===== src/rtl/xor_cksum_pkg.sv =====
// rtl/xor_cksum_pkg.sv - shared types, mode constants and rotate helper for the XOR checksum unit
package xor_cksum_pkg;

    typedef enum logic [1:0] {
        IDLE  = 2'd0,
        ACCUM = 2'd1,
        DONE  = 2'd2
    } state_t;

    localparam logic MODE_GEN = 1'b0;
    localparam logic MODE_CHK = 1'b1;

    // Rotate the low w bits of v left by one; bits above w are returned as zero.
    // Written against a 64-bit carrier so any word width up to 64 can share it.
    function automatic logic [63:0] rotl1(input logic [63:0] v, input int unsigned w);
        logic [63:0] mask;
        mask = (w >= 64) ? '1 : ((64'd1 << w) - 64'd1);
        return ((v << 1) | ((v & mask) >> (w - 1))) & mask;
    endfunction

endpackage


===== src/rtl/xor_word_n.sv =====
// rtl/xor_word_n.sv - WIDTH-bit bitwise XOR of two words
module xor_word_n #(
    parameter int WIDTH = 8
) (
    input  logic [WIDTH-1:0] a,
    input  logic [WIDTH-1:0] b,
    output logic [WIDTH-1:0] y
);

    assign y = a ^ b;

endmodule


===== src/rtl/xor_checksum_unit.sv =====
// rtl/xor_checksum_unit.sv - streaming XOR checksum generator/checker; XOR_CKSUM_ROTATE_EN selects rotate-then-XOR accumulation
module xor_checksum_unit
    import xor_cksum_pkg::*;
#(
    parameter int WIDTH     = 8,
    parameter int MAX_WORDS = 16
) (
    input  logic                             clk,
    input  logic                             rst_n,
    input  logic                             in_valid,
    output logic                             in_ready,
    input  logic [WIDTH-1:0]                 in_data,
    input  logic                             in_last,
    input  logic                             mode,
    output logic                             out_valid,
    input  logic                             out_ready,
    output logic [WIDTH-1:0]                 out_sum,
    output logic                             out_parity,
    output logic                             out_match,
    output logic                             out_err_len,
    output logic [$clog2(MAX_WORDS+1)-1:0]   out_count
);

    localparam int CW = $clog2(MAX_WORDS + 1);
    localparam logic [CW-1:0] MAX_CNT = CW'(MAX_WORDS);

    state_t            state_q, state_d;
    logic [WIDTH-1:0]  acc_q;
    logic [CW-1:0]     count_q;
    logic              mode_q;

    logic              accept;
    logic              take;
    logic              first;
    logic [WIDTH-1:0]  acc_src;
    logic [WIDTH-1:0]  acc_xor;
    logic [WIDTH-1:0]  acc_d;
    logic [CW-1:0]     count_d;
    logic              mode_eff;
    logic              hit_max;
    logic              finish;
    logic              err_d;

    // Handshake status depends on the registered state only, so no ready/valid loop forms.
    assign in_ready  = (state_q != DONE);
    assign out_valid = (state_q == DONE);
    assign accept    = in_valid & in_ready;
    assign take      = out_valid & out_ready;
    assign first     = (state_q == IDLE);

`ifdef XOR_CKSUM_ROTATE_EN
    assign acc_src = WIDTH'(rotl1(64'(acc_q), WIDTH));
`else
    assign acc_src = acc_q;
`endif

    xor_word_n #(.WIDTH(WIDTH)) u_xor (
        .a (acc_src),
        .b (in_data),
        .y (acc_xor)
    );

    // The first word of a frame loads the accumulator directly; later words fold in.
    assign acc_d    = first ? in_data : acc_xor;
    assign count_d  = first ? CW'(1) : count_q + CW'(1);
    assign mode_eff = first ? mode : mode_q;
    assign hit_max  = (count_d == MAX_CNT);
    assign finish   = accept & (in_last | hit_max);
    assign err_d    = ~in_last & hit_max;

    // State register.
    always_ff @(posedge clk or negedge rst_n) begin
        if (!rst_n) begin
            state_q <= IDLE;
        end else begin
            state_q <= state_d;
        end
    end

    // Next-state: complete on in_last or when the word budget is exhausted.
    always_comb begin
        state_d = state_q;
        case (state_q)
            IDLE, ACCUM: begin
                if (accept) begin
                    state_d = finish ? DONE : ACCUM;
                end
            end
            DONE: begin
                if (take) begin
                    state_d = IDLE;
                end
            end
            default: state_d = IDLE;
        endcase
    end

    // Accumulator datapath; result registers only change when a frame completes.
    always_ff @(posedge clk or negedge rst_n) begin
        if (!rst_n) begin
            acc_q       <= '0;
            count_q     <= '0;
            mode_q      <= MODE_GEN;
            out_sum     <= '0;
            out_parity  <= 1'b0;
            out_match   <= 1'b0;
            out_err_len <= 1'b0;
            out_count   <= '0;
        end else if (accept) begin
            acc_q   <= acc_d;
            count_q <= count_d;
            if (first) begin
                mode_q <= mode;
            end
            if (finish) begin
                out_sum     <= acc_d;
                out_parity  <= ^acc_d;
                out_match   <= (mode_eff == MODE_CHK) && (acc_d == '0);
                out_err_len <= err_d;
                out_count   <= count_d;
            end
        end
    end

endmodule


===== config.mk =====
export PLATFORM = sky130hd
export DESIGN_NAME = xor_checksum_unit
export DESIGN_NICKNAME = d
export VERILOG_FILES = /design/src/rtl/xor_cksum_pkg.sv /design/src/rtl/xor_word_n.sv /design/src/rtl/xor_checksum_unit.sv
export SDC_FILE = /design/constraint.sdc
export NUM_CORES = 1
export LEC_CHECK = 0
export ABC_AREA = 1
export CAP_MARGIN = 20
export CORE_ASPECT_RATIO = 0.7
export CORE_MARGIN = 8
export CORE_UTILIZATION = 55
export DETAILED_ROUTE_END_ITERATION = 10
export PLACE_DENSITY = 0.84
export SYNTH_ARGS = -nofsm -noshare
export SYNTH_HDL_FRONTEND = slang
export SYNTH_SLANG_ARGS = --single-unit

===== constraint.sdc =====
create_clock -name clk -period 4.8 [get_ports clk]
set_clock_uncertainty 0.1 [all_clocks]
set_input_delay 0.96 -clock clk [delete_from_list [all_inputs] [get_ports clk]]
set_output_delay 0.96 -clock clk [all_outputs]
set_load 0.02 [all_outputs]

# ---- Word level (Yosys, flattened, before mapping)
# Index checks and enable logic that the tools add are counted.
dict set report totals {
  ff_bits 32
  input_bits 14
  output_inout_bits 18
  wordCells 37
}
dict set report classes {
  n_addsub 1
  eq_ne 6
  muxes 7
  bitwise_logic 7
  reduce_logical 7
}
# operator n
set ops {}
lappend ops {{$logic_not A8 Y1} 1}
lappend ops {{$mux W8} 1}
lappend ops {{$reduce_xor A8 Y1} 1}
lappend ops {{$xor A8 B8 Y8} 1}
lappend ops {{$mux W2} 3}
lappend ops {{$add A5 B1 Y5 const B} 1}
lappend ops {{$eq A5 B5 Y1 const B} 1}
lappend ops {{$mux W5} 1}
lappend ops {{$and A1 B1 Y1} 4}
lappend ops {{$ne A2 B2 Y1 const B} 2}
lappend ops {{$pmux W2 S2} 1}
lappend ops {{$reduce_and A2 Y1} 2}
lappend ops {{$eq A2 B1 Y1 const B} 1}
lappend ops {{$eq A2 B2 Y1 const B} 1}
lappend ops {{$logic_not A2 Y1} 1}
lappend ops {{$ne A2 B1 Y1 const B} 1}
lappend ops {{$reduce_or A2 Y1} 1}
lappend ops {{$logic_and A1 B1 Y1} 1}
lappend ops {{$mux W1} 1}
lappend ops {{$not A1 Y1} 1}
lappend ops {{$or A1 B1 Y1} 1}

# ---- Longest topological paths before layout
dict set report depth {
  depth_word 8
  mapped_depth 11
  mapped_depth_nobuf 10
}

# ---- Cells and area by module
# Synthesis repeated with hierarchy kept, for this count alone.
dict set report unflattened {
  hier_cells 237
  hier_area_um2 1804.2
}
# module n_inst cells_per_inst area_each_um2 seq_area_each_um2
set modules_own_cells {}
lappend modules_own_cells {xor_checksum_unit 1 197 1654.1 800.8}
lappend modules_own_cells {xor_word_n 1 40 150.1 0.0}

# ---- Least setup slack after synthesis
# Ideal clock, no wire load.
dict set report synth_timing {
  kind {register to output}
  startpoint {reg state_q[0]}
  endpoint {out in_ready}
  t_arrival_ps 1085
  required_time_ps 3740
  slack_ps 2655
  path_stages_with_launch 3
  n_path_buf 0
  path_cell_list {dfrtp_1 nor2_1 inv_1}
}
dict set report synth_between {
  elab_chain_cells 1
}
# item line_no
set synth_rtl {}
lappend synth_rtl {{from (decl)} xor_checksum_unit.sv:27} ;# state_t state_q, state_d;
lappend synth_rtl {{from (signal assigned)} xor_checksum_unit.sv:76} ;# state_q <= state_d;
lappend synth_rtl {{$ne A2 B2 Y1} xor_checksum_unit.sv:45} ;# assign in_ready = (state_q != DONE);
lappend synth_rtl {{to (decl)} xor_checksum_unit.sv:11} ;# output logic in_ready,
# No other way between the ends.

# ---- Worst setup path after layout
dict set report layout_timing {
  startpoint {in in_valid}
  endpoint {reg out_match}
}
dict set report layout_between {
  elab_chain_cells 3
}
# item line_no
set layout_rtl {}
lappend layout_rtl {{from (decl)} xor_checksum_unit.sv:10} ;# input logic in_valid,
lappend layout_rtl {{$and A1 B1 Y1 (*)} xor_checksum_unit.sv:47} ;# assign accept = in_valid & in_ready;
lappend layout_rtl {{$and A1 B1 Y1} xor_checksum_unit.sv:68} ;# assign finish = accept & (in_last | hit_max);
lappend layout_rtl {{$reduce_and A2 Y1 (no source line) (*)} n/a}
lappend layout_rtl {{to (signal assigned)} xor_checksum_unit.sv:118} ;# out_match <= (mode_eff == MODE_CHK) && (acc_d == '0);
lappend layout_rtl {{to (decl)} xor_checksum_unit.sv:19} ;# output logic out_match,
# Mark *: on every way between the ends. The rest lies on a longest branch, timed or not.
# A chain may end at the register's enable or synchronous reset.

==> metrics.md <==
| Metric | Value |
|---|---|
| Ranking of synthesized cells by area | `dfrtp_1 49%, nand2_1 15%, xnor2_1 5.4%` |
| Sw power | `375.7 µW` |
| Grt ovf | `0` |
| Sequential Area | `800.8 µm²` |
| Layout cells sized above 1 | `7.489%` |
| Cells on worst reg2reg path | `10` |
| Initial DRC count | `151` |
| Critical Path AT | `2.98 ns` |
| Residual DRC | `0` |
| Share of the cycle needed by the critical path after routing | `59.49%` |
| WS Path Type | `input port to flop` |
| Setup WS pre-CTS | `1.713 ns` |
| PnR worst setup slack | `1.944 ns` |
| Startpoint types | `input port` |
| Vias per cell | `5.179` |
| Die Area | `4978 µm²` |
| I/O Buffers | `31` |
| Largest area contributor in the netlist | `dfrtp_1` |
| WL/cell | `14.50 µm` |
| Slowest stage delay, CP | `0.47 ns` |
| Die Y | `61.48 µm` |
| Final nets | `245` |
| Bufs and invs on worst path | `3` |
| Core footprint | `2803 µm²` |
| Total track usage | `16.39%` |
| Max-Cap Viols | `0` |
| Sw Ratio | `36.21%` |
| Top_reg_cell synth | `dfrtp_1` |
| Detailed-route via count | `1362` |
| Worst Hold End | `out_count[2]` |
| Clock Power Share | `24.9%` |
| Top post-synthesis cells by count | `67 x nand2_1, 32 x dfrtp_1, 19 x inv_1` |
| First-pass GRT wire length | `6.210 mm` |
| Syn Nets | `213` |
| Top delay family on crit path | `buffers and inverters` |
| Post-synth ARST share | `100.0%` |
| Starting Density | `57.99%` |
| Hpwl dp | `2.718 mm` |
| Fillers | `202` |
| Worst VDD drop | `0.3892 mV` |
| CTS Buffer Depth | `2` |
| Crit path cell chain | `clkdlybuf4s50_1 -> inv_1 -> nor2_4 -> inv_1 -> a21oi_1 -> o21ai_0 -> nor2_1 -> nand2_1 -> nand2_1` |
| Clock tree from TritonCTS | `built` |
| # rows | `16` |
| Diodes inserted | `0` |
| EDFF count, synth | `0` |
| Area Growth Syn to Fin | `26.40%` |
| Seq/Total Area, Yosys | `49.27%` |
| Avg Cell Area, Syn | `8.378 µm²` |
| H-tree depth | `2` |
| Sequential Power Share | `37.3%` |
| Worst-skew pair later-pin latency | `0.28 ns` |
| Synth unique cells | `21` |
| Final setup violation count | `0` |
| Status | `completed` |
| Cell-internal power | `661.7 µW` |
| Total CTS buffers | `5` |
| CP max-delay cell | `nor2_4` |
| Synth Cell Area | `1625 µm²` |
| Leakage | `1.016 nW` |
| Max FO, Critical Path | `26` |
| Worst r2r src | `state_q[0]` |
| GP Congestion | `0.8158` |
| Max-slew violation count | `0` |
| Setup_tns | `0 ns` |
| Post-route ant nets | `0` |
| R2r setup slk | `2.39 ns` |
| Initial antenna violation count | `0` |
| Min cycle time layout | `2.856 ns` |
| Endpoint type of the worst setup path | `flop` |
| I/O pin total | `32` |
| Post-synthesis cell count | `194` |
| Critical Path RT | `4.93 ns` |
| Number of clock sinks | `32` |
| CTS Hold Bufs | `0` |
| Final hold vios | `0` |
| Quantity of gates resized following cts | `0` |
| Vias in the first global route | `1299` |
| Die Span X | `80.98 µm` |
| Root Driver | `clkbuf_8` |
| Comb power frac | `37.8%` |
| Highest clock rate | `350.2 MHz` |
| TritonRoute pass-1 iters | `4` |
| Final WL | `3.813 mm` |
| RSZ-0062 raised after global routing | `false` |
| Postcts setup bufs | `0` |
| Most frequent cell after synthesis | `nand2_1` |
| Power per cell area | `505.0 nW/µm²` |
| Post-synth top area share | `49.27%` |
| Register bit total from synthesis | `32` |
| Startpoint of the worst hold path | `out_count[2]` |
| Least-Margin Pin Slew | `0.5709 ns` |
| Max-slew headroom | `61.85%` |
| Hold path cells | `2` |
| Largest net degree at the start of global routing | `33` |
| Hold crit path type | `flop to flop` |
| Worst-path clk slew | `0.07 ns` |
| Footprint of the multi-input gates | `704.4 µm²` |
| Ys Warns | `0` |
| R2r endpoint | `out_parity` |
## power groups by stage
stage / sequential (mW) / combinational, mW / clock [mW]
4_1_cts: 0.386 / 0.395 / 0.261
3_5_place_dp: 0.390 / 0.390 / 0
3_3_place_gp: 0.385 / 0.376 / 0
5_1_grt: 0.396 / 0.435 / 0.275
6_report: 0.387 / 0.392 / 0.259
2_1_floorplan: 0.427 / 0.206 / 0
## registers in the layout, indices dropped and copies added, names as in the netlist
register / count
out_match: 1
mode_q: 1
count_q: 5
out_sum: 8
state_q: 2
acc_q: 8
out_count: 5
out_parity: 1
out_err_len: 1
## cell usage in the layout (no fill, tap or decap), types with 2 or more instances in the layout
master	count
nand2_1	67
nand3_2	2
nand3_1	17
clkbuf_8	5
xnor2_1	10
nor2_4	2
o21ai_0	13
nand2_4	2
nand3b_1	2
inv_1	19
dfrtp_1	32
clkdlybuf4s50_1	31
nor2_1	9
nand4_1	3
ha_1	5
## final cells by class
class	instances	area share [%]
clock buffer	5	3.350
clock inverter	3	2.071
inverter	20	3.654
multi-input combinational	135	34.29
sequential	32	38.98
tap	36	2.192
timing repair buffer	32	15.47
## metal layers
metal	vias to the layer above	global-route usage, %	routed length (µm)
li1	671	-	-
met1	630	21.45	1720
met2	54	24.83	1682
met3	7	4.373	333
met4	0	7.595	76
met5	-	0	0
## worst reg2reg max path: cells and delay by family (launching register included)
| family | cells | cell delay, ns |
|---|---|---|
| simple gates | 4 | 0.67 |
| xor+xnor | 3 | 0.63 |
| flops | 1 | 0.45 |
| buf+inv | 2 | 0.18 |
| fa+ha+maj | 1 | 0.33 |
## per-stage QoR
step / instances / hold WS [ns] / utilization [%] / power (mW) / area [µm²]
final: 263 / 0.3740 / 73.30 / 1.037 / 2054
after global routing: 263 / 0.3869 / 73.30 / 1.106 / 2054
after CTS: 263 / 0.3788 / 73.30 / 1.042 / 2054
after detailed placement: 255 / 0.3608 / 69.33 / 0.7802 / 1943
after global placement: 255 / 0.3530 / 69.33 / 0.7615 / 1943
after floorplan: 194 / 0.3534 / - / 0.6332 / 1625
## cells by family (layout without fill, tap and decap cells)
kind of cell               after synthesis  after routing  share of synthesized area, %
AOI/OAI and AO/OA                       14             14                         4.311
xor gates and xnor gates                11             11                         5.927
adders and majority gates                5              5                         3.849
buffers and inverters                   27             60                         7.389
DFF                                     32             32                         49.27
and+or+nand+nor                        105            105                         29.25
## worst max path at each step
stage	startpoint	cells after the start	slack [ns]	endpoint
global route	in_valid	9	1.69	out_match
CTS	in_valid	9	1.98	out_match
global placement	in_valid	9	1.81	out_match
floorplan	state_q[0]	2	2.66	in_ready
detailed placement	in_valid	9	1.71	out_match
finish	in_valid	9	1.94	out_match
Note: power is estimated with default switching activity, not from simulation.
